$ cat config.mk
export PLATFORM = sky130hd
export DESIGN_NAME = xor_stream_unit
export DESIGN_NICKNAME = d
export VERILOG_FILES = /design/src/rtl/xor_stream_pkg.sv /design/src/rtl/xor_out_stage.sv /design/src/rtl/xor_stream_unit.sv
export SDC_FILE = /design/constraint.sdc
export NUM_CORES = 1
export LEC_CHECK = 0
export BUFFER_PORTS_ARGS = -buffer_cell sky130_fd_sc_hd__buf_2
export CAP_MARGIN = 5
export CORE_ASPECT_RATIO = 1.1
export CORE_UTILIZATION = 42
export DETAILED_ROUTE_END_ITERATION = 8
export GPL_ROUTABILITY_DRIVEN = 0
export PLACE_DENSITY = 0.69
export REMOVE_ABC_BUFFERS = 1
export SETUP_SLACK_MARGIN = 0.05
export SLEW_MARGIN = 25
export SYNTH_ARGS = -nofsm -noshare
export SYNTH_HDL_FRONTEND = slang
export SYNTH_HIERARCHICAL = 1
export SYNTH_SLANG_ARGS = --single-unit
export TNS_END_PERCENT = 10
$ cat constraint.sdc
create_clock -name clk -period 2.3 [get_ports clk]
set_clock_uncertainty 0.15 [all_clocks]
set_input_delay 0.345 -clock clk [delete_from_list [all_inputs] [get_ports clk]]
set_output_delay 0.345 -clock clk [all_outputs]
set_load 0.02 [all_outputs]
$ cat src/rtl/xor_stream_pkg.sv
// Shared types for the xor_stream_unit slice: operating modes, frame states
// and the reserved-mode mapping.
package xor_stream_pkg;

    typedef enum logic [1:0] {
        MODE_PAIR  = 2'b00,
        MODE_ACCUM = 2'b01,
        MODE_DIFF  = 2'b10,
        MODE_RSVD  = 2'b11
    } xor_mode_e;

    typedef enum logic {
        S_IDLE  = 1'b0,
        S_FRAME = 1'b1
    } xor_state_e;

    // The reserved encoding behaves exactly like PAIR.
    function automatic xor_mode_e resolve_mode(input logic [1:0] m);
        return (m == 2'(MODE_RSVD)) ? MODE_PAIR : xor_mode_e'(m);
    endfunction

endpackage

$ cat src/rtl/xor_out_stage.sv
// One-deep result register: holds out_y/out_parity/out_count until consumed,
// and reloads in the same cycle as a consume for full throughput.
module xor_out_stage #(
    parameter int DATA_WIDTH = 8,
    parameter int CNT_W      = 8
) (
    input  logic                  clk,
    input  logic                  rst,
    input  logic                  load,
    input  logic [DATA_WIDTH-1:0] load_y,
    input  logic [CNT_W-1:0]      load_count,
    output logic                  in_ready,
    output logic                  out_valid,
    input  logic                  out_ready,
    output logic [DATA_WIDTH-1:0] out_y,
    output logic                  out_parity,
    output logic [CNT_W-1:0]      out_count
);

    // Valid/ready: a word moves when valid && ready on the same rising edge;
    // the register may take a new word whenever it is empty or being drained.
    assign in_ready = !out_valid || out_ready;

    always_ff @(posedge clk or posedge rst) begin
        if (rst) begin
            out_valid  <= 1'b0;
            out_y      <= '0;
            out_parity <= 1'b0;
            out_count  <= '0;
        end else if (load) begin
            out_valid  <= 1'b1;
            out_y      <= load_y;
            out_parity <= ^load_y;
            out_count  <= load_count;
        end else if (out_ready) begin
            out_valid  <= 1'b0;
        end
    end

endmodule

$ cat src/rtl/xor_stream_unit.sv
// Streaming XOR unit: PAIR (A^B), ACCUM (frame XOR-reduction) and DIFF
// (A ^ previous A) modes, selected on the first beat of each frame.
module xor_stream_unit
    import xor_stream_pkg::*;
#(
    parameter int DATA_WIDTH = 8,
    parameter int CNT_W      = 8
) (
    input  logic                  clk,
    input  logic                  rst,
    input  logic [1:0]            mode,
    input  logic                  in_valid,
    output logic                  in_ready,
    input  logic [DATA_WIDTH-1:0] in_a,
    input  logic [DATA_WIDTH-1:0] in_b,
    input  logic                  in_last,
    output logic                  out_valid,
    input  logic                  out_ready,
    output logic [DATA_WIDTH-1:0] out_y,
    output logic                  out_parity,
    output logic [CNT_W-1:0]      out_count
);

    localparam logic [CNT_W-1:0] CNT_MAX = '1;

    xor_state_e            state;
    xor_mode_e             mode_q;
    logic [DATA_WIDTH-1:0] acc;
    logic [DATA_WIDTH-1:0] prev_a;
    logic [CNT_W-1:0]      cnt;

    xor_mode_e             eff_mode;
    logic                  accept;
    logic                  produce;
    logic [CNT_W-1:0]      cnt_next;
    logic [DATA_WIDTH-1:0] result;

    always_comb begin
        eff_mode = (state == S_IDLE) ? resolve_mode(mode) : mode_q;
        accept   = in_valid && in_ready;
        if (state == S_IDLE)
            cnt_next = CNT_W'(1);
        else
            cnt_next = (cnt == CNT_MAX) ? cnt : cnt + 1'b1;
        case (eff_mode)
            MODE_ACCUM: result = acc ^ in_a ^ in_b;
            MODE_DIFF:  result = in_a ^ prev_a;
            default:    result = in_a ^ in_b;
        endcase
        // ACCUM only emits on the closing beat of its frame.
        produce = accept && ((eff_mode != MODE_ACCUM) || in_last);
    end

    always_ff @(posedge clk or posedge rst) begin
        if (rst) begin
            state  <= S_IDLE;
            mode_q <= MODE_PAIR;
            acc    <= '0;
            prev_a <= '0;
            cnt    <= '0;
        end else if (accept) begin
            mode_q <= eff_mode;
            cnt    <= cnt_next;
            state  <= in_last ? S_IDLE : S_FRAME;
            if (eff_mode == MODE_ACCUM)
                acc <= in_last ? '0 : (acc ^ in_a ^ in_b);
            if (eff_mode == MODE_DIFF)
                prev_a <= in_last ? '0 : in_a;
        end
    end

    xor_out_stage #(
        .DATA_WIDTH (DATA_WIDTH),
        .CNT_W      (CNT_W)
    ) u_out (
        .clk        (clk),
        .rst        (rst),
        .load       (produce),
        .load_y     (result),
        .load_count (cnt_next),
        .in_ready   (in_ready),
        .out_valid  (out_valid),
        .out_ready  (out_ready),
        .out_y      (out_y),
        .out_parity (out_parity),
        .out_count  (out_count)
    );

endmodule

==> results.md, run 1 <==
- Status: complete, but fails checks
- Violated checks: setup timing
- Period utilization: 104%
- Worst Path Max Fanout: 4
- Antenna violations before repair: 0
- IO Pins: 42
- Worst-Margin Slew: 674 ps
- Synth top area share: 43.9%
- Rows: 29
- Fmax: roughly 0.42 GHz
- Die Wd: 76.5 um
- Seq pwr share: 41.5%
- Global-route wire length before repair: 9.99 mm
- Async set or reset register ratio after synthesis: 100%
- # DRC: 0
- Final cell count without fillers: ~410
- Final hold viol count: 0
- Register Area: 1130 um^2
- Net load switching power: between 1 and 1.5 mW
- Seq/Total Area, Yosys: 43.9%
- Vias: 2186
- All-Layer GR Usage: 19.4%
- CP endpoint kind: flip-flop
- Largest net degree at the start of global routing: 28
- Startpoint types: flip-flop
- Clock latency on the worst-skew pair: 290 ps
- Max Slew Vio Count: 0
- Die area: 6420 um^2
- DR vias/cell: 5.34
- Distinct cells, synth: 37
- Chip height: 83.9 um
- Root Buffer: clkbuf_8
- Number of DRC markers in iteration 0: 54
- Min-Delay Path Class: input port to flip-flop
- Worst reg2reg path endpoint: u_out/out_parity
- Clock buffer depth: 2
- Detailed placer's ending HPWL: 4.28 mm
- Number of global-route vias before repair: ~2200
- R2R Path Start: state
- Nets: roughly 360
- PwrDens: around 960 nW/um^2
- CTS tree: built
- EDFF count, synth: 0
- Internal power: 1.91 mW
- First-pass DRT Iterations: 4
- Fill count: 524
- Tot Pwr: 2.98 mW
- Worst Path Arrival: between 2000 and 2500 ps
- Synth top cells by count: dfrtp_1 (45), nand2_1 (39), a21oi_1 (18), nor2_1 (18), mux2_2 (16)
- Crit path from: state
- Switching Share: between 30 and 40%
- WL final: 5.83 mm
- Clock power frac: 19.4%
- Combinational fraction of design power: 39.1%
- Placed insts: approximately 400
- Area leader, netlist: dfrtp_1
- Ys flop type: dfrtp_1
- Post-route setup slack: -96.4 ps
- Worst VDD drop: roughly 0.00058 V
- Setup TNS Final: -111 ps
- GRT overflow: 0
- CP required: 2330 ps
- Top-count cell post-synth: dfrtp_1
- Core region area: 5840 um^2
- Pleak: ~1.4 nW
- Worst reg2reg setup slack: -100 ps
- Post-Syn Area: 2560 um^2
- CTS buffer count: 5
- Core Util, Final: 53.3%
- Final ANT Viol Nets: 0
- Synth warn: 6
- Average size of a mapped cell: ~9.3 um^2
- Wire per inst: 14.2 um
- CTS sink count: 45
- Layout cells sized above 1: between 20% and 30%
- Worst relative slew slack: ~55%
- Clock slew at reported path FFs: roughly 80 ps
- Port Buffer Count: ~40
- CTS H-tree lvls: 2
- Starting Density: 43.9%
- Multi-input gate area: 1370 um^2
- P&R area growth vs syn: 21.4%
- Hold slack: 174 ps
- Worst Setup EP: u_out/out_parity
- Total of max-cap violations: 0
- Crit path time final: around 2400 ps
- Post-Synthesis Cells: 275
- Top cells by area, synth: dfrtp_1 (44%), mux2_2 (7.0%), nand2_1 (5.7%)
- Worst R2R Path Depth: 10
- Critical path class: flip-flop to flip-flop
- RSZ-0062 raised after global routing: true
- Final setup fails: 2
- Antenna Cells: 0
- Yosys reg bits: 45
## placed cells by master, fill, tap and decap left out, types with 7 or more instances in the layout
cell	Yosys	routed
o21ai_1	6	7
buf_2	4	41
dfrtp_1	45	45
nand2b_1	8	8
buf_4	1	20
mux2_2	16	16
xor2_1	15	14
a21oi_1	18	18
o22ai_1	9	8
mux2i_1	9	8
nor2_1	18	18
nand2_1	39	38
o21ai_0	15	14
xnor2_1	12	12
nand4_1	11	11
## stage by stage
| step | setup slack [ps] | area (um^2) |
|---|---|---|
| floorplan | -791 | 2490 |
| global placement | -263 | 2960 |
| detailed placement | -327 | 2960 |
| CTS | -135 | 3090 |
| global route | -265 | 3110 |
| finish | -96.4 | 3110 |
## area by class of cell
class | instances | area share, %
clock buffers | 5 | 2.21
clock inverters | 2 | 1.13
inverters | 6 | 0.724
multi-input cells | 210 | 43.9
flip-flops and latches | 45 | 36.2
well taps | 77 | 3.10
repair buffers | 64 | 12.7
## critical path, cell delays in order (launching register included)
cell	delay (ps)
dfrtp_1	380
or3b_4	400
nand2_2	90
buf_4	130
mux2i_2	210
o22ai_1	110
xor2_1	250
xnor2_1	170
xnor2_1	150
xnor2_1	150
a21oi_1	90
## metal layers
layer / vias up / global-route usage [%] / part of all wire (%)
met1: 1042 / 24.4 / 44
met4: 0 / 7.52 / 1.5
li1: 1076 / - / -
met5: - / 0 / 0
met2: 58 / 32.7 / 50
met3: 10 / 3.72 / 3.6
## sequential cells by signal, indices dropped and copies added (netlist names), 2 cells and up
signal	cells
cnt	8
acc	8
u_out/out_count	8
u_out/out_y	8
prev_a	8
mode_q	2
## kinds of logic after synthesis
group                      after synthesis  share of synthesized area [%]
and+or+nand+nor                         99                           18.7
AOI/OAI and AO/OA                       58                           13.2
DFF                                     45                           43.9
xor gates and xnor gates                27                           9.23
muxes                                   25                           10.5
buffers and inverters                   20                           3.86
adders and majority gates                1                          0.488
## how the worst min path moves through the flow
stage | cells after the start | endpoint | slack [ps] | from
floorplan | 1 | u_out/out_count[0] | 130 | rst
global placement | 3 | cnt[2] | 300 | rst
detailed placement | 3 | cnt[2] | 290 | rst
CTS | 3 | prev_a[2] | 170 | in_a[2]
global route | 3 | prev_a[2] | 170 | in_a[2]
finish | 3 | prev_a[4] | 170 | in_a[4]
## power groups by stage
stage / clock [mW] / combinational (mW) / sequential, mW
floorplan: 0 / 0.659 / 1.34
global placement: 0 / 1.11 / 1.24
detailed placement: 0 / 1.14 / 1.25
CTS: 0.594 / 1.15 / 1.23
global route: 0.630 / 1.28 / 1.28
finish: 0.579 / 1.16 / 1.24
## what timing repair did
item	4_1_cts	5_1_grt
hold endpoints to repair	27	0
gates resized for setup	3	3
hold buffers	1	0
pin swaps	2	1
endpoints found under the setup margin	1	3
setup buffers	1	1
Note: power is estimated with default switching activity, not from simulation.
==> run 2, diff against run 1 <==
CORE_UTILIZATION = 30   (was 42)
PLACE_DENSITY = 0.54   (was 0.69)
==> run 2 against run 1 <==
  * The run still ends with setup timing left
  * Design area rose by 2.9%
  * Combinational power barely moved
  * Flip-flop and latch count did not move
  * Fmax fell by 0.90%
  * Via count rose by 1.0%
  * Critical path type unchanged
  * Highest routed layer unchanged
==> results.md, run 2 (synthesized netlist as in run 1, its figures left out) <==
- Violated checks: setup timing
- RSZ-0062 raised after global routing: true
- Fmax: 0.414 GHz (-0.90%)
- Final hold viol count: 0 (unchanged)
- PwrDens: 940 nW/um^2 (-1.8%)
- Min-Delay Path Class: input port to flip-flop
- Post-route setup slack: -118 ps (-21.7 ps)
- Die Wd: 90.1 um (+18%)
- Met1 Track Usage GR: 18.2% (-6.2 points)
- Worst relative slew slack: 53.0% (-2.0 points)
- Number of global-route vias before repair: 2181 (+1.2%)
- Startpoint types: flip-flop
- # DRC: 0 (unchanged)
- Period utilization: 105% (+0.94 points)
- Worst reg2reg setup slack: -120 ps (-20 ps)
- Worst-Margin Slew: 705 ps (+30.3 ps)
- Met2 Use GR: 26.2% (-6.5 points)
- Critical path class: flip-flop to flip-flop
- Total of max-cap violations: 0 (unchanged)
- All-Layer GR Usage: 14.7% (-4.7 points)
- Final ANT Viol Nets: 0 (unchanged)
- Antenna Cells: 0 (unchanged)
- GRT overflow: 0 (unchanged)
- WL final: 6.18 mm (+6.0%)
- Chip height: 98.9 um (+18%)
- Die area: 8920 um^2 (+39%)
- Wire per inst: 13.9 um (-2.8%)
- Leading cell type in the layout, fill and taps excluded: dfrtp_1
- Root Buffer: clkbuf_8
- Worst Path Arrival: 2460 ps (+30 ps)
- Worst slack at placement: -328 ps (-0.843 ps)
- Port Buffer Count: 41 (unchanged)
- First-pass DRT Iterations: 4 (unchanged)
- Number of DRC markers in iteration 0: 62 (+15%)
- CP endpoint kind: flip-flop
- CTS H-tree lvls: 2 (unchanged)
- CP required: 2340 ps (about the same)
- Starting Density: 30.8% (-13 points)
- Max Slew Vio Count: 0 (unchanged)
- Detailed placer's ending HPWL: 4.53 mm (+5.8%)
- Fill count: 882 (+68%)
- Slowest-stage cell, CP: or3b_4
- Worst VDD drop: 0.000522 V (-9.5%)
- IO Pins: 42 (unchanged)
- P&R area growth vs syn: 25.0%
- Nets: 359 (+0.84%)
- Final setup fails: 1 (-1)
- Grt peak-use layer: met2
- Hold slack: 163 ps (-11.2 ps)
- Antenna violations before repair: 0 (unchanged)
- CP most frequent cell: xnor2_1
- DR vias/cell: 4.95 (-7.4%)
- Clock latency on the worst-skew pair: 300 ps (about the same)
- Core Util, Final: 38.5% (-15 points)
- Crit-path cells: or3b_4, nand2_4, buf_12, mux2i_1, o22ai_1, xor2_1, xnor2_1, xnor2_1, xnor2_1, a21oi_1
- Tot Pwr: 3.01 mW (+1.0%)
- Core region area: 8320 um^2 (+42%)
- Worst Path Max Fanout: 5 (+1)
- CTS buffer count: 5 (unchanged)
- CTS tree: built
- Met3 GRT Util: 2.31% (-1.4 points)
- Max stage delay on crit path: 410 ps (about the same)
- Status: complete, but fails checks
- CTS sink count: 45 (unchanged)
- Most frequent cells in the layout: dfrtp_1 (45), buf_2 (41), nand2_1 (38), buf_4 (22), nor2_1 (18)
- Largest net degree at the start of global routing: 28 (unchanged)
- Rows: 35 (+21%)
- Crit path max-delay family: XOR/XNOR gates
- Vias: 2208 (+1.0%)
- Layout cells sized above 1: 29.9% (+0.63 points)
- Pleak: 1.45 nW (+1.8%)
- Clock slew at reported path FFs: 90 ps (about the same)
- Crit path time final: 2420 ps (+21.7 ps)
- Global-route wire length before repair: 10.4 mm (+4.0%)
- Worst Path Buf+Inv: 1 (unchanged)
- Clock buffer depth: 2 (unchanged)
## run 2: path summary, 6_finish.rpt
path,start,endpoint,depth (start not counted)
worst max-delay path,state,u_out/out_parity,10
worst min-delay path,in_a[6],prev_a[6],3
worst max register to register,state,u_out/out_parity,10
worst min register to register,prev_a[0],prev_a[0],2
max in group asynchronous,rst,u_out/out_count[0],3
min in group asynchronous,rst,cnt[2],4
## run 2: area by class of cell
class | instances | area, um^2 | share of cell area, %
Clock buffer | 5 | 68.8 | 2.15
Sequential cell | 45 | 1130 | 35.2
Timing Repair Buffer | 67 | 440 | 13.7
Tap cell | 111 | 139 | 4.34
Multi-Input combinational cell | 210 | 1370 | 42.8
Clock inverter | 2 | 35.0 | 1.09
Inverter | 6 | 22.5 | 0.703
## run 2: worst reg2reg max path, delay by kind of cell, from the launching register on
| family | cells | cell delay (ps) |
|---|---|---|
| buffers and inverters | 1 | 120 |
| and+or+nand+nor | 2 | 510 |
| muxes | 1 | 180 |
| xor gates and xnor gates | 4 | 780 |
| DFF | 1 | 380 |
| AOI/OAI and AO/OA | 2 | 180 |
## run 2: timing repair
| action | 4_1_cts | 5_1_grt |
|---|---|---|
| gates resized for setup | 3 | 3 |
| setup buffers | 3 | 0 |
| hold buffers | 1 | 0 |
| setup endpoints to repair | 3 | 4 |
| pin swaps | 5 | 6 |
| hold endpoints to repair | 27 | 0 |
## run 2: per-stage QoR
step	setup TNS [ps]	area [um^2]	instances
final	-118	3200	446
after global routing	-226	3200	446
after CTS	-104	3190	446
after detailed placement	-530	3040	435
after global placement	-466	3040	435
after floorplan	-18650	2490	261
## run 2: layer usage
| layer | vias to the layer above | part of all wire (%) | wire [um] |
|---|---|---|---|
| met5 | - | 0 | 0 |
| met4 | 0 | 0.83 | 51 |
| met3 | 5 | 2.4 | 146 |
| met2 | 43 | 51 | 3170 |
| met1 | 1079 | 45 | 2810 |
| li1 | 1081 | - | - |
## run 2: where the power goes
group,switching (mW),total (mW),internal (mW)
logic,0.616,1.19,0.574
clock network,0.270,0.586,0.316
registers,0.196,1.23,1.04
total,1.08,3.01,1.93
